## config.mk

```make
export PLATFORM = sky130hd
export DESIGN_NAME = seq_mult16_ctrl
export DESIGN_NICKNAME = d
export VERILOG_FILES = /design/src/rtl/seq_mult16_ctrl_pkg.sv /design/src/rtl/seq_mult16_ctrl.sv
export SDC_FILE = /design/constraint.sdc
export NUM_CORES = 1
export LEC_CHECK = 0
export ABC_AREA = 1
export BUFFER_PORTS_ARGS = -buffer_cell sky130_fd_sc_hd__buf_2
export CORE_ASPECT_RATIO = 0.8
export CORE_MARGIN = 10
export CORE_UTILIZATION = 41
export DETAILED_ROUTE_END_ITERATION = 8
export GPL_ROUTABILITY_DRIVEN = 0
export PLACE_DENSITY = 0.66
export SYNTH_ARGS = -nofsm -noshare
export SYNTH_HDL_FRONTEND = slang
export SYNTH_SLANG_ARGS = --single-unit
```

## constraint.sdc

```tcl
create_clock -name clk -period 3.3 [get_ports clk]
set_input_delay 0.99 -clock clk [delete_from_list [all_inputs] [get_ports clk]]
set_output_delay 0.99 -clock clk [all_outputs]
set_load 0.1 [all_outputs]
```

## src/rtl/seq_mult16_ctrl_pkg.sv

```systemverilog
// Shared types and constants for the 16x16 sequential multiplier controller.
package seq_mult_pkg;

  typedef enum logic [1:0] {
    IDLE = 2'd0,
    MUL  = 2'd1,
    DONE = 2'd2
  } state_t;

  localparam int                STEP_W    = 2;
  localparam logic [STEP_W-1:0] LAST_STEP = 2'd3;
  localparam int                ACC_W     = 32;
  localparam int                OP_W      = 16;
  localparam int                BYTE_W    = 8;

  // Partial product aligned for its step: LL no shift, HL/LH one byte, HH two bytes.
  function automatic logic [ACC_W-1:0] step_shift(input logic [OP_W-1:0]   p,
                                                  input logic [STEP_W-1:0] s);
    logic [ACC_W-1:0] w;
    w = {{(ACC_W-OP_W){1'b0}}, p};
    if (s == 2'd0)           return w;
    else if (s == LAST_STEP) return w << (2*BYTE_W);
    else                     return w << BYTE_W;
  endfunction

endpackage

```

## src/rtl/seq_mult16_ctrl.sv

```systemverilog
// Sequencer for a 16x16 -> 32 product on an external 8x8 multiplier, four
// byte-pair steps (LL, HL, LH, HH), each lasting MUL_LAT+1 cycles.
// Optional build macro MULT_SEQ_SIGNED_EN adds op_signed: sign-magnitude
// operands are latched and the final accumulation is negated when needed.
//
// state | meaning
// IDLE  | ready for a command
// MUL   | driving byte operands, accumulating partial products
// DONE  | result presented, waiting for res_ready
module seq_mult16_ctrl
  import seq_mult_pkg::*;
#(
  parameter int MUL_LAT = 0
) (
  input  logic              clk,
  input  logic              rst_n,
  input  logic              start_valid,
  output logic              start_ready,
  input  logic [OP_W-1:0]   op_a,
  input  logic [OP_W-1:0]   op_b,
  output logic              res_valid,
  input  logic              res_ready,
  output logic [ACC_W-1:0]  result,
  output logic              busy,
  output logic [BYTE_W-1:0] mul_a,
  output logic [BYTE_W-1:0] mul_b,
  input  logic [OP_W-1:0]   mul_p
`ifdef MULT_SEQ_SIGNED_EN
  ,
  input  logic              op_signed
`endif
);

  localparam logic [1:0] LAT_INIT = 2'(MUL_LAT);

  state_t              r_state;
  logic [OP_W-1:0]     r_op_a;
  logic [OP_W-1:0]     r_op_b;
  logic [ACC_W-1:0]    r_acc;
  logic [STEP_W-1:0]   r_step;
  logic [1:0]          r_wait;
  logic                r_start_ready;
  logic                r_res_valid;
  logic [ACC_W-1:0]    r_result;
  logic [BYTE_W-1:0]   r_mul_a;
  logic [BYTE_W-1:0]   r_mul_b;

  logic [OP_W-1:0]     w_in_a;
  logic [OP_W-1:0]     w_in_b;
  logic [STEP_W-1:0]   w_step_nxt;
  logic [ACC_W-1:0]    w_acc_nxt;
  logic [ACC_W-1:0]    w_res_nxt;

`ifdef MULT_SEQ_SIGNED_EN
  logic                r_neg;
  logic                w_in_neg;

  // Signed mode works on magnitudes; 0x8000 negates to itself, which is the right magnitude.
  always_comb begin
    w_in_a   = (op_signed && op_a[OP_W-1]) ? (~op_a + 1'b1) : op_a;
    w_in_b   = (op_signed && op_b[OP_W-1]) ? (~op_b + 1'b1) : op_b;
    w_in_neg = op_signed & (op_a[OP_W-1] ^ op_b[OP_W-1]);
  end
`else
  // Unsigned build latches operands as given.
  always_comb begin
    w_in_a = op_a;
    w_in_b = op_b;
  end
`endif

  // Next step index and accumulator value at the end of the current step.
  always_comb begin
    w_step_nxt = r_step + 1'b1;
    w_acc_nxt  = r_acc + step_shift(mul_p, r_step);
`ifdef MULT_SEQ_SIGNED_EN
    w_res_nxt  = r_neg ? (~w_acc_nxt + 1'b1) : w_acc_nxt;
`else
    w_res_nxt  = w_acc_nxt;
`endif
  end

  // Controller FSM with registered handshake and multiplier operand outputs.
  always_ff @(posedge clk or negedge rst_n) begin
    if (!rst_n) begin
      r_state       <= IDLE;
      r_op_a        <= '0;
      r_op_b        <= '0;
      r_acc         <= '0;
      r_step        <= '0;
      r_wait        <= '0;
      r_start_ready <= 1'b0;
      r_res_valid   <= 1'b0;
      r_result      <= '0;
      r_mul_a       <= '0;
      r_mul_b       <= '0;
`ifdef MULT_SEQ_SIGNED_EN
      r_neg         <= 1'b0;
`endif
    end else begin
      case (r_state)
        IDLE: begin
          r_start_ready <= 1'b1;
          if (start_valid && r_start_ready) begin
            r_op_a        <= w_in_a;
            r_op_b        <= w_in_b;
            r_acc         <= '0;
            r_step        <= '0;
            r_wait        <= LAT_INIT;
            r_mul_a       <= w_in_a[BYTE_W-1:0];
            r_mul_b       <= w_in_b[BYTE_W-1:0];
            r_start_ready <= 1'b0;
            r_state       <= MUL;
`ifdef MULT_SEQ_SIGNED_EN
            r_neg         <= w_in_neg;
`endif
          end
        end
        MUL: begin
          if (r_wait != 2'd0) begin
            r_wait <= r_wait - 1'b1;
          end else begin
            r_acc <= w_acc_nxt;
            if (r_step == LAST_STEP) begin
              r_result    <= w_res_nxt;
              r_res_valid <= 1'b1;
              r_state     <= DONE;
            end else begin
              r_step  <= w_step_nxt;
              r_wait  <= LAT_INIT;
              r_mul_a <= w_step_nxt[0] ? r_op_a[OP_W-1:BYTE_W] : r_op_a[BYTE_W-1:0];
              r_mul_b <= w_step_nxt[1] ? r_op_b[OP_W-1:BYTE_W] : r_op_b[BYTE_W-1:0];
            end
          end
        end
        DONE: begin
          if (res_ready) begin
            r_res_valid   <= 1'b0;
            r_start_ready <= 1'b1;
            r_state       <= IDLE;
          end
        end
        default: r_state <= IDLE;
      endcase
    end
  end

  assign start_ready = r_start_ready;
  assign res_valid   = r_res_valid;
  assign result      = r_result;
  assign busy        = (r_state != IDLE);
  assign mul_a       = r_mul_a;
  assign mul_b       = r_mul_b;

endmodule

```

# [Word level (Yosys, flattened, before mapping)]
# Index checks and enable logic that the tools add are counted.
[totals] wordCells=74 reg_bits=120 output_inout_bits=51 inputBits=52
[classes] bitwise_logic=1 n_reduce_logical=16 addsub=3 muxes=34 n_eq_ne=9
[op_table] op="2-to-1 mux 32 bit" n=4
[op_table] op="2-to-1 mux 8 bit" n=8
[op_table] op="one-hot mux 32 bit (2 select lines)" n=1
[op_table] op="adder 32 bit" n=1
[op_table] op="one-hot mux 8 bit (2 select lines)" n=2
[op_table] op="2-to-1 mux 2 bit" n=9
[op_table] op="AND reduction 4 bit" n=3
[op_table] op="inequality test 2 bit (second input constant)" n=5
[op_table] op="nonzero test 2 bit" n=5
[op_table] op="AND reduction 3 bit" n=3
[op_table] op="one-hot mux 2 bit (2 select lines)" n=2
[op_table] op="one-hot mux 2 bit (3 select lines)" n=1
[op_table] op="2-to-1 mux 1 bit" n=5
[op_table] op="equality test 2 bit (second input constant)" n=2
[op_table] op="zero test 2 bit" n=2
[op_table] op="one-hot mux 1 bit (2 select lines)" n=2
[op_table] op="AND reduction 2 bit" n=2
[op_table] op="inequality test 3 bit (second input constant)" n=1
[op_table] op="adder 2 x 1 -> 2 bit (second input constant)" n=1
[op_table] op="equality test 2 x 1 -> 1 bit (second input constant)" n=1
[op_table] op="subtractor 2 x 1 -> 2 bit (second input constant)" n=1
[op_table] op="logical AND 1 bit" n=1
[op_table] op="NOT 1 bit" n=1

# [Depth between registers and ports, before layout]
[logic_depth] depth_word=6 ltp_mapped=20 ltp_nobuf=17

# [Least setup slack after synthesis]
# Ideal clock, no wire load.
[synth_path] path_kind="reg2reg" start="reg r_step[0]" end="reg r_result[28] (netlist: result[28])" path_buffers=3 setup_ps=120 stages_incl_launch_ff=18 required_ps=3180 synth_period_minus_slack_ps=2897 arrival_time_ps=2777 setup_slack_ps=403 cell_sequence="dfrtp_1 -> clkbuf_1 -> inv_1 -> clkbuf_1 -> ha_1 -> clkbuf_1 -> nand2_1 -> inv_1 -> ha_1 -> fa_1 -> nand3_1 -> nand3_1 -> nand3_1 -> nand3_1 -> nand2_1 -> nand3_1 -> nand3_1 -> nand2_1"
[synth_between] elab_chain_cells=4 elab_cells_between_ends=6 cone_classes="add/sub (1); eq/ne (1); mux (2); reduce/logical (2)"
[synth_lines] item="start: declaration" line="seq_mult16_ctrl.sv:40" text="logic [STEP_W-1:0] r_step;"
[synth_lines] item="start signal: assignment" line="seq_mult16_ctrl.sv:129" text="r_step <= w_step_nxt;"
[synth_lines] item="equality test 2 bit" line="seq_mult16_ctrl_pkg.sv:22, seq_mult16_ctrl.sv:124"
[synth_lines] item="2-to-1 mux 32 bit" line="seq_mult16_ctrl_pkg.sv:22" text="else if (s == LAST_STEP) return w << (2*BYTE_W);"
[synth_lines] item="2-to-1 mux 32 bit" line="seq_mult16_ctrl_pkg.sv:21" text="if (s == 2'd0) return w;"
[synth_lines] item="adder 32 bit" line="seq_mult16_ctrl.sv:75" text="w_acc_nxt = r_acc + step_shift(mul_p, r_step);"
[synth_lines] item="end signal: assignment" line="seq_mult16_ctrl.sv:125" text="r_result <= w_res_nxt;"
[synth_lines] item="end: declaration" line="seq_mult16_ctrl.sv:44" text="logic [ACC_W-1:0] r_result;"
# Several ways; a longest one is shown, not always the timed one.
# A chain may end at the register's enable or synchronous reset.

# [Final worst setup path]
[layout_path] start="reg r_step[0]" end="reg r_result[27] (netlist: result[27])"
# Same word-level chain as after synthesis.

==> impl_metrics.yaml <==
layout:
  fin_nets: 1301
  finalNonFillerCells: 1454
  drive_gt1_share_pct: 13.1
  final_cell_mix: "nand2_1, inv_1, dfrtp_1"
  final_common_cell: "nand2_1"
  diodes: 0
  fin_util_pct: 49.1
  num-fill-cells: 1811
  area_delta_synth_final_pct: 18.2
synth:
  yosysTopAreaCellShare_pct: 39.9
  synth.ff_latch_count: 120
  synthCells: 1108
  netlist_area_sq_um: 7530
  yosysTopAreaCell: "dfrtp_1"
  synthesis.nets: 1198
  ys_types: 33
  ys_warn_count: 0
  ys_seq_area_share_pct: 39.9
  synth_top_cells_by_area: "dfrtp_1, nand2_1, inv_1"
  synth_area_per_cell_sq_um: 6.79
drt:
  first_iter_violations: 669
  drc: 0
  first_pass_iters: 6
  post_drt_wl_per_cell_microns: 15.7
  routed_via_density: 5.01
  totalWireLength_mm: 22.8
  ant_nets: 0
  vias: 7290
die:
  core_area_sq_um: 18100
  die_h_microns: 141
  start_util_pct: 41.6
  num_io_pins: 103
  rows: 44
  dieArea_sq_um: 24200
  dieWidth_microns: 171
run_status:
  status: "completed"
worst_setup_path:
  critPathSlowestCell: "dfrtp_2"
  worstSetupEndpoint: "result[27]$_DFFE_PN0P_"
  worstReg2RegEnd: "result[27]$_DFFE_PN0P_"
  cp.depth: 14
  worstPathArrival_ns: 3.40
  startpoint: "r_step[0]$_DFFE_PN0P_"
  worstSetupPathType: "reg -> reg"
  cp_slowest_stage_delay_ns: 0.48
  crit_required_ns: 3.61
  rrSetupSlack_ns: 0.21
  cpMostUsedCell: "nand2_1"
  endpoint_kind: "flop"
  r2r_cells: 14
  cp_max_fo: 24
  cp-start-kind: "flop"
  r2r-start: "r_step[0]$_DFFE_PN0P_"
  crit_family: "simple AND/OR/NAND/NOR gates"
  crit_buf_inv: 3
  crit_chain: "ha_1, inv_1, buf_4, nor2_1, a211oi_2, ha_1, nand2_1, nor2_1, nand2_1, inv_1, a21oi_1, nand3_1, nand3_1, nand2_1"
placement:
  hpwlAfterDp_mm: 17.0
  portBuffers: 102
  dp_cells: 1421
  dp_slack_ns: 0.0105
timing:
  skew_ns: 0.00708
  fmax_mhz: 323
  finalCritPeriodShare_pct: 93.7
  slew_headroom_pct: 48.5
  grt_setup_unrepaired: "false"
  fin_crit_ns: 3.09
  worst_slew_pin_slew_ns: 0.771
  tns_ns: 0
  layout_setup_ws_ns: 0.208
  finalMaxSlewViolations: 0
  hold_violations: 0
  setup_viol_count_final: 0
cts:
  cts_buffers: 17
  cts.path.max_buffers: 2
  cts.sinks: 120
  tritoncts: "done"
  root_buffer: "clkbuf_16"
  path_clk_slew_ns: 0.06
  htree_num_levels: 4
  clkLatencyLatePin_ns: 0.43
  hold_buffers: 0
grt:
  grt_max_degree: 56
  overflow: 0
  grt_pass1_vias: 6886
  grt_pass1_wl_mm: 36.8
  antenna_found_initial: 1
  grt_util_all_layers_pct: 19.1
worst_hold_path:
  hold_path_class: "reg -> reg"
flow_run:
  maxCapViolCount: 0
layout make-up:
cell class / instances / area [sq um] / share of cell area, %
multi-input combinational: 804 / 3830 / 43.0
sequential: 120 / 3000 / 33.8
timing repair buffer: 115 / 648 / 7.29
inverter: 153 / 578 / 6.50
clock buffer: 20 / 447 / 5.02
tap: 230 / 288 / 3.24
clock inverter: 12 / 103 / 1.15
synthesized netlist by cell type (all sizes together):
cell type	count
a211oi	7
a21boi	1
a21o	1
a21oi	31
a2bb2oi	1
a31oi	16
buf	17
clkbuf	14
clkinv	1
dfrtp	120
fa	1
ha	37
inv	152
nand2	454
nand3	75
nand3b	5
nand4	3
nor2	84
nor3	12
o21ai	58
o21bai	3
xnor2	8
xor2	7
sequential cells by signal, summed over array words and instances, names as in the netlist:
signal and flops:
r_acc 32, result 32, r_op_a 16, r_op_b 16, mul_a 8, mul_b 8
r_state 2, r_step 2, r_wait 2, res_valid 1, start_ready 1
routing by layer:
layer / share of wire [%] / wire length, microns / track usage (%) / up-vias
li1: - / - / - / 3668
met1: 49 / 11100 / 27.9 / 3355
met2: 42 / 9620 / 27.0 / 239
met3: 7.9 / 1810 / 5.39 / 26
met4: 1.2 / 281 / 4.39 / 2
met5: 0.048 / 11 / 0 / -
cells by family after synthesis:
logic type / after synthesis / share of synthesized area, %
and+or+nand+nor: 633 / 33.7
adders and majority gates: 38 / 6.42
xor gates and xnor gates: 15 / 1.75
DFF: 120 / 39.9
buffers and inverters: 184 / 9.52
AOI/OAI and AO/OA: 118 / 8.71
worst min path at each step:
stage	startpoint	end	slack, ns	cells after the start
floorplan	r_op_a[0]$_DFFE_PN0P_	r_op_a[0]$_DFFE_PN0P_	0.44	2
global placement	r_op_b[4]$_DFFE_PN0P_	r_op_b[4]$_DFFE_PN0P_	0.45	2
detailed placement	r_op_b[5]$_DFFE_PN0P_	r_op_b[5]$_DFFE_PN0P_	0.45	2
CTS	r_op_b[4]$_DFFE_PN0P_	r_op_b[4]$_DFFE_PN0P_	0.47	2
global route	r_op_a[1]$_DFFE_PN0P_	r_op_a[1]$_DFFE_PN0P_	0.48	2
finish	r_op_b[8]$_DFFE_PN0P_	r_op_b[8]$_DFFE_PN0P_	0.46	2
through the flow:
step / cell area [sq um] / hold slack, ns
floorplan: 7530 / 0.437
global placement: 8300 / 0.449
detailed placement: 8300 / 0.454
CTS: 8850 / 0.467
global route: 8890 / 0.482
finish: 8890 / 0.464
worst register-to-register path, stage by stage (launching register included):
cell and delay (ns):
dfrtp_2 0.48, ha_1 0.28, inv_1 0.07, buf_4 0.29
nor2_1 0.10, a211oi_2 0.34, ha_1 0.37, nand2_1 0.19
nor2_1 0.10, nand2_1 0.11, inv_1 0.05, a21oi_1 0.27
nand3_1 0.15, nand3_1 0.14, nand2_1 0.06
repair_timing:
item,CTS,global route
endpoints found under the setup margin,0,32
gates resized for setup,0,6
buffers inserted,0,1
Power is not shown: default switching activity piles up to over one toggle a cycle in this logic, so the estimate is an artifact.
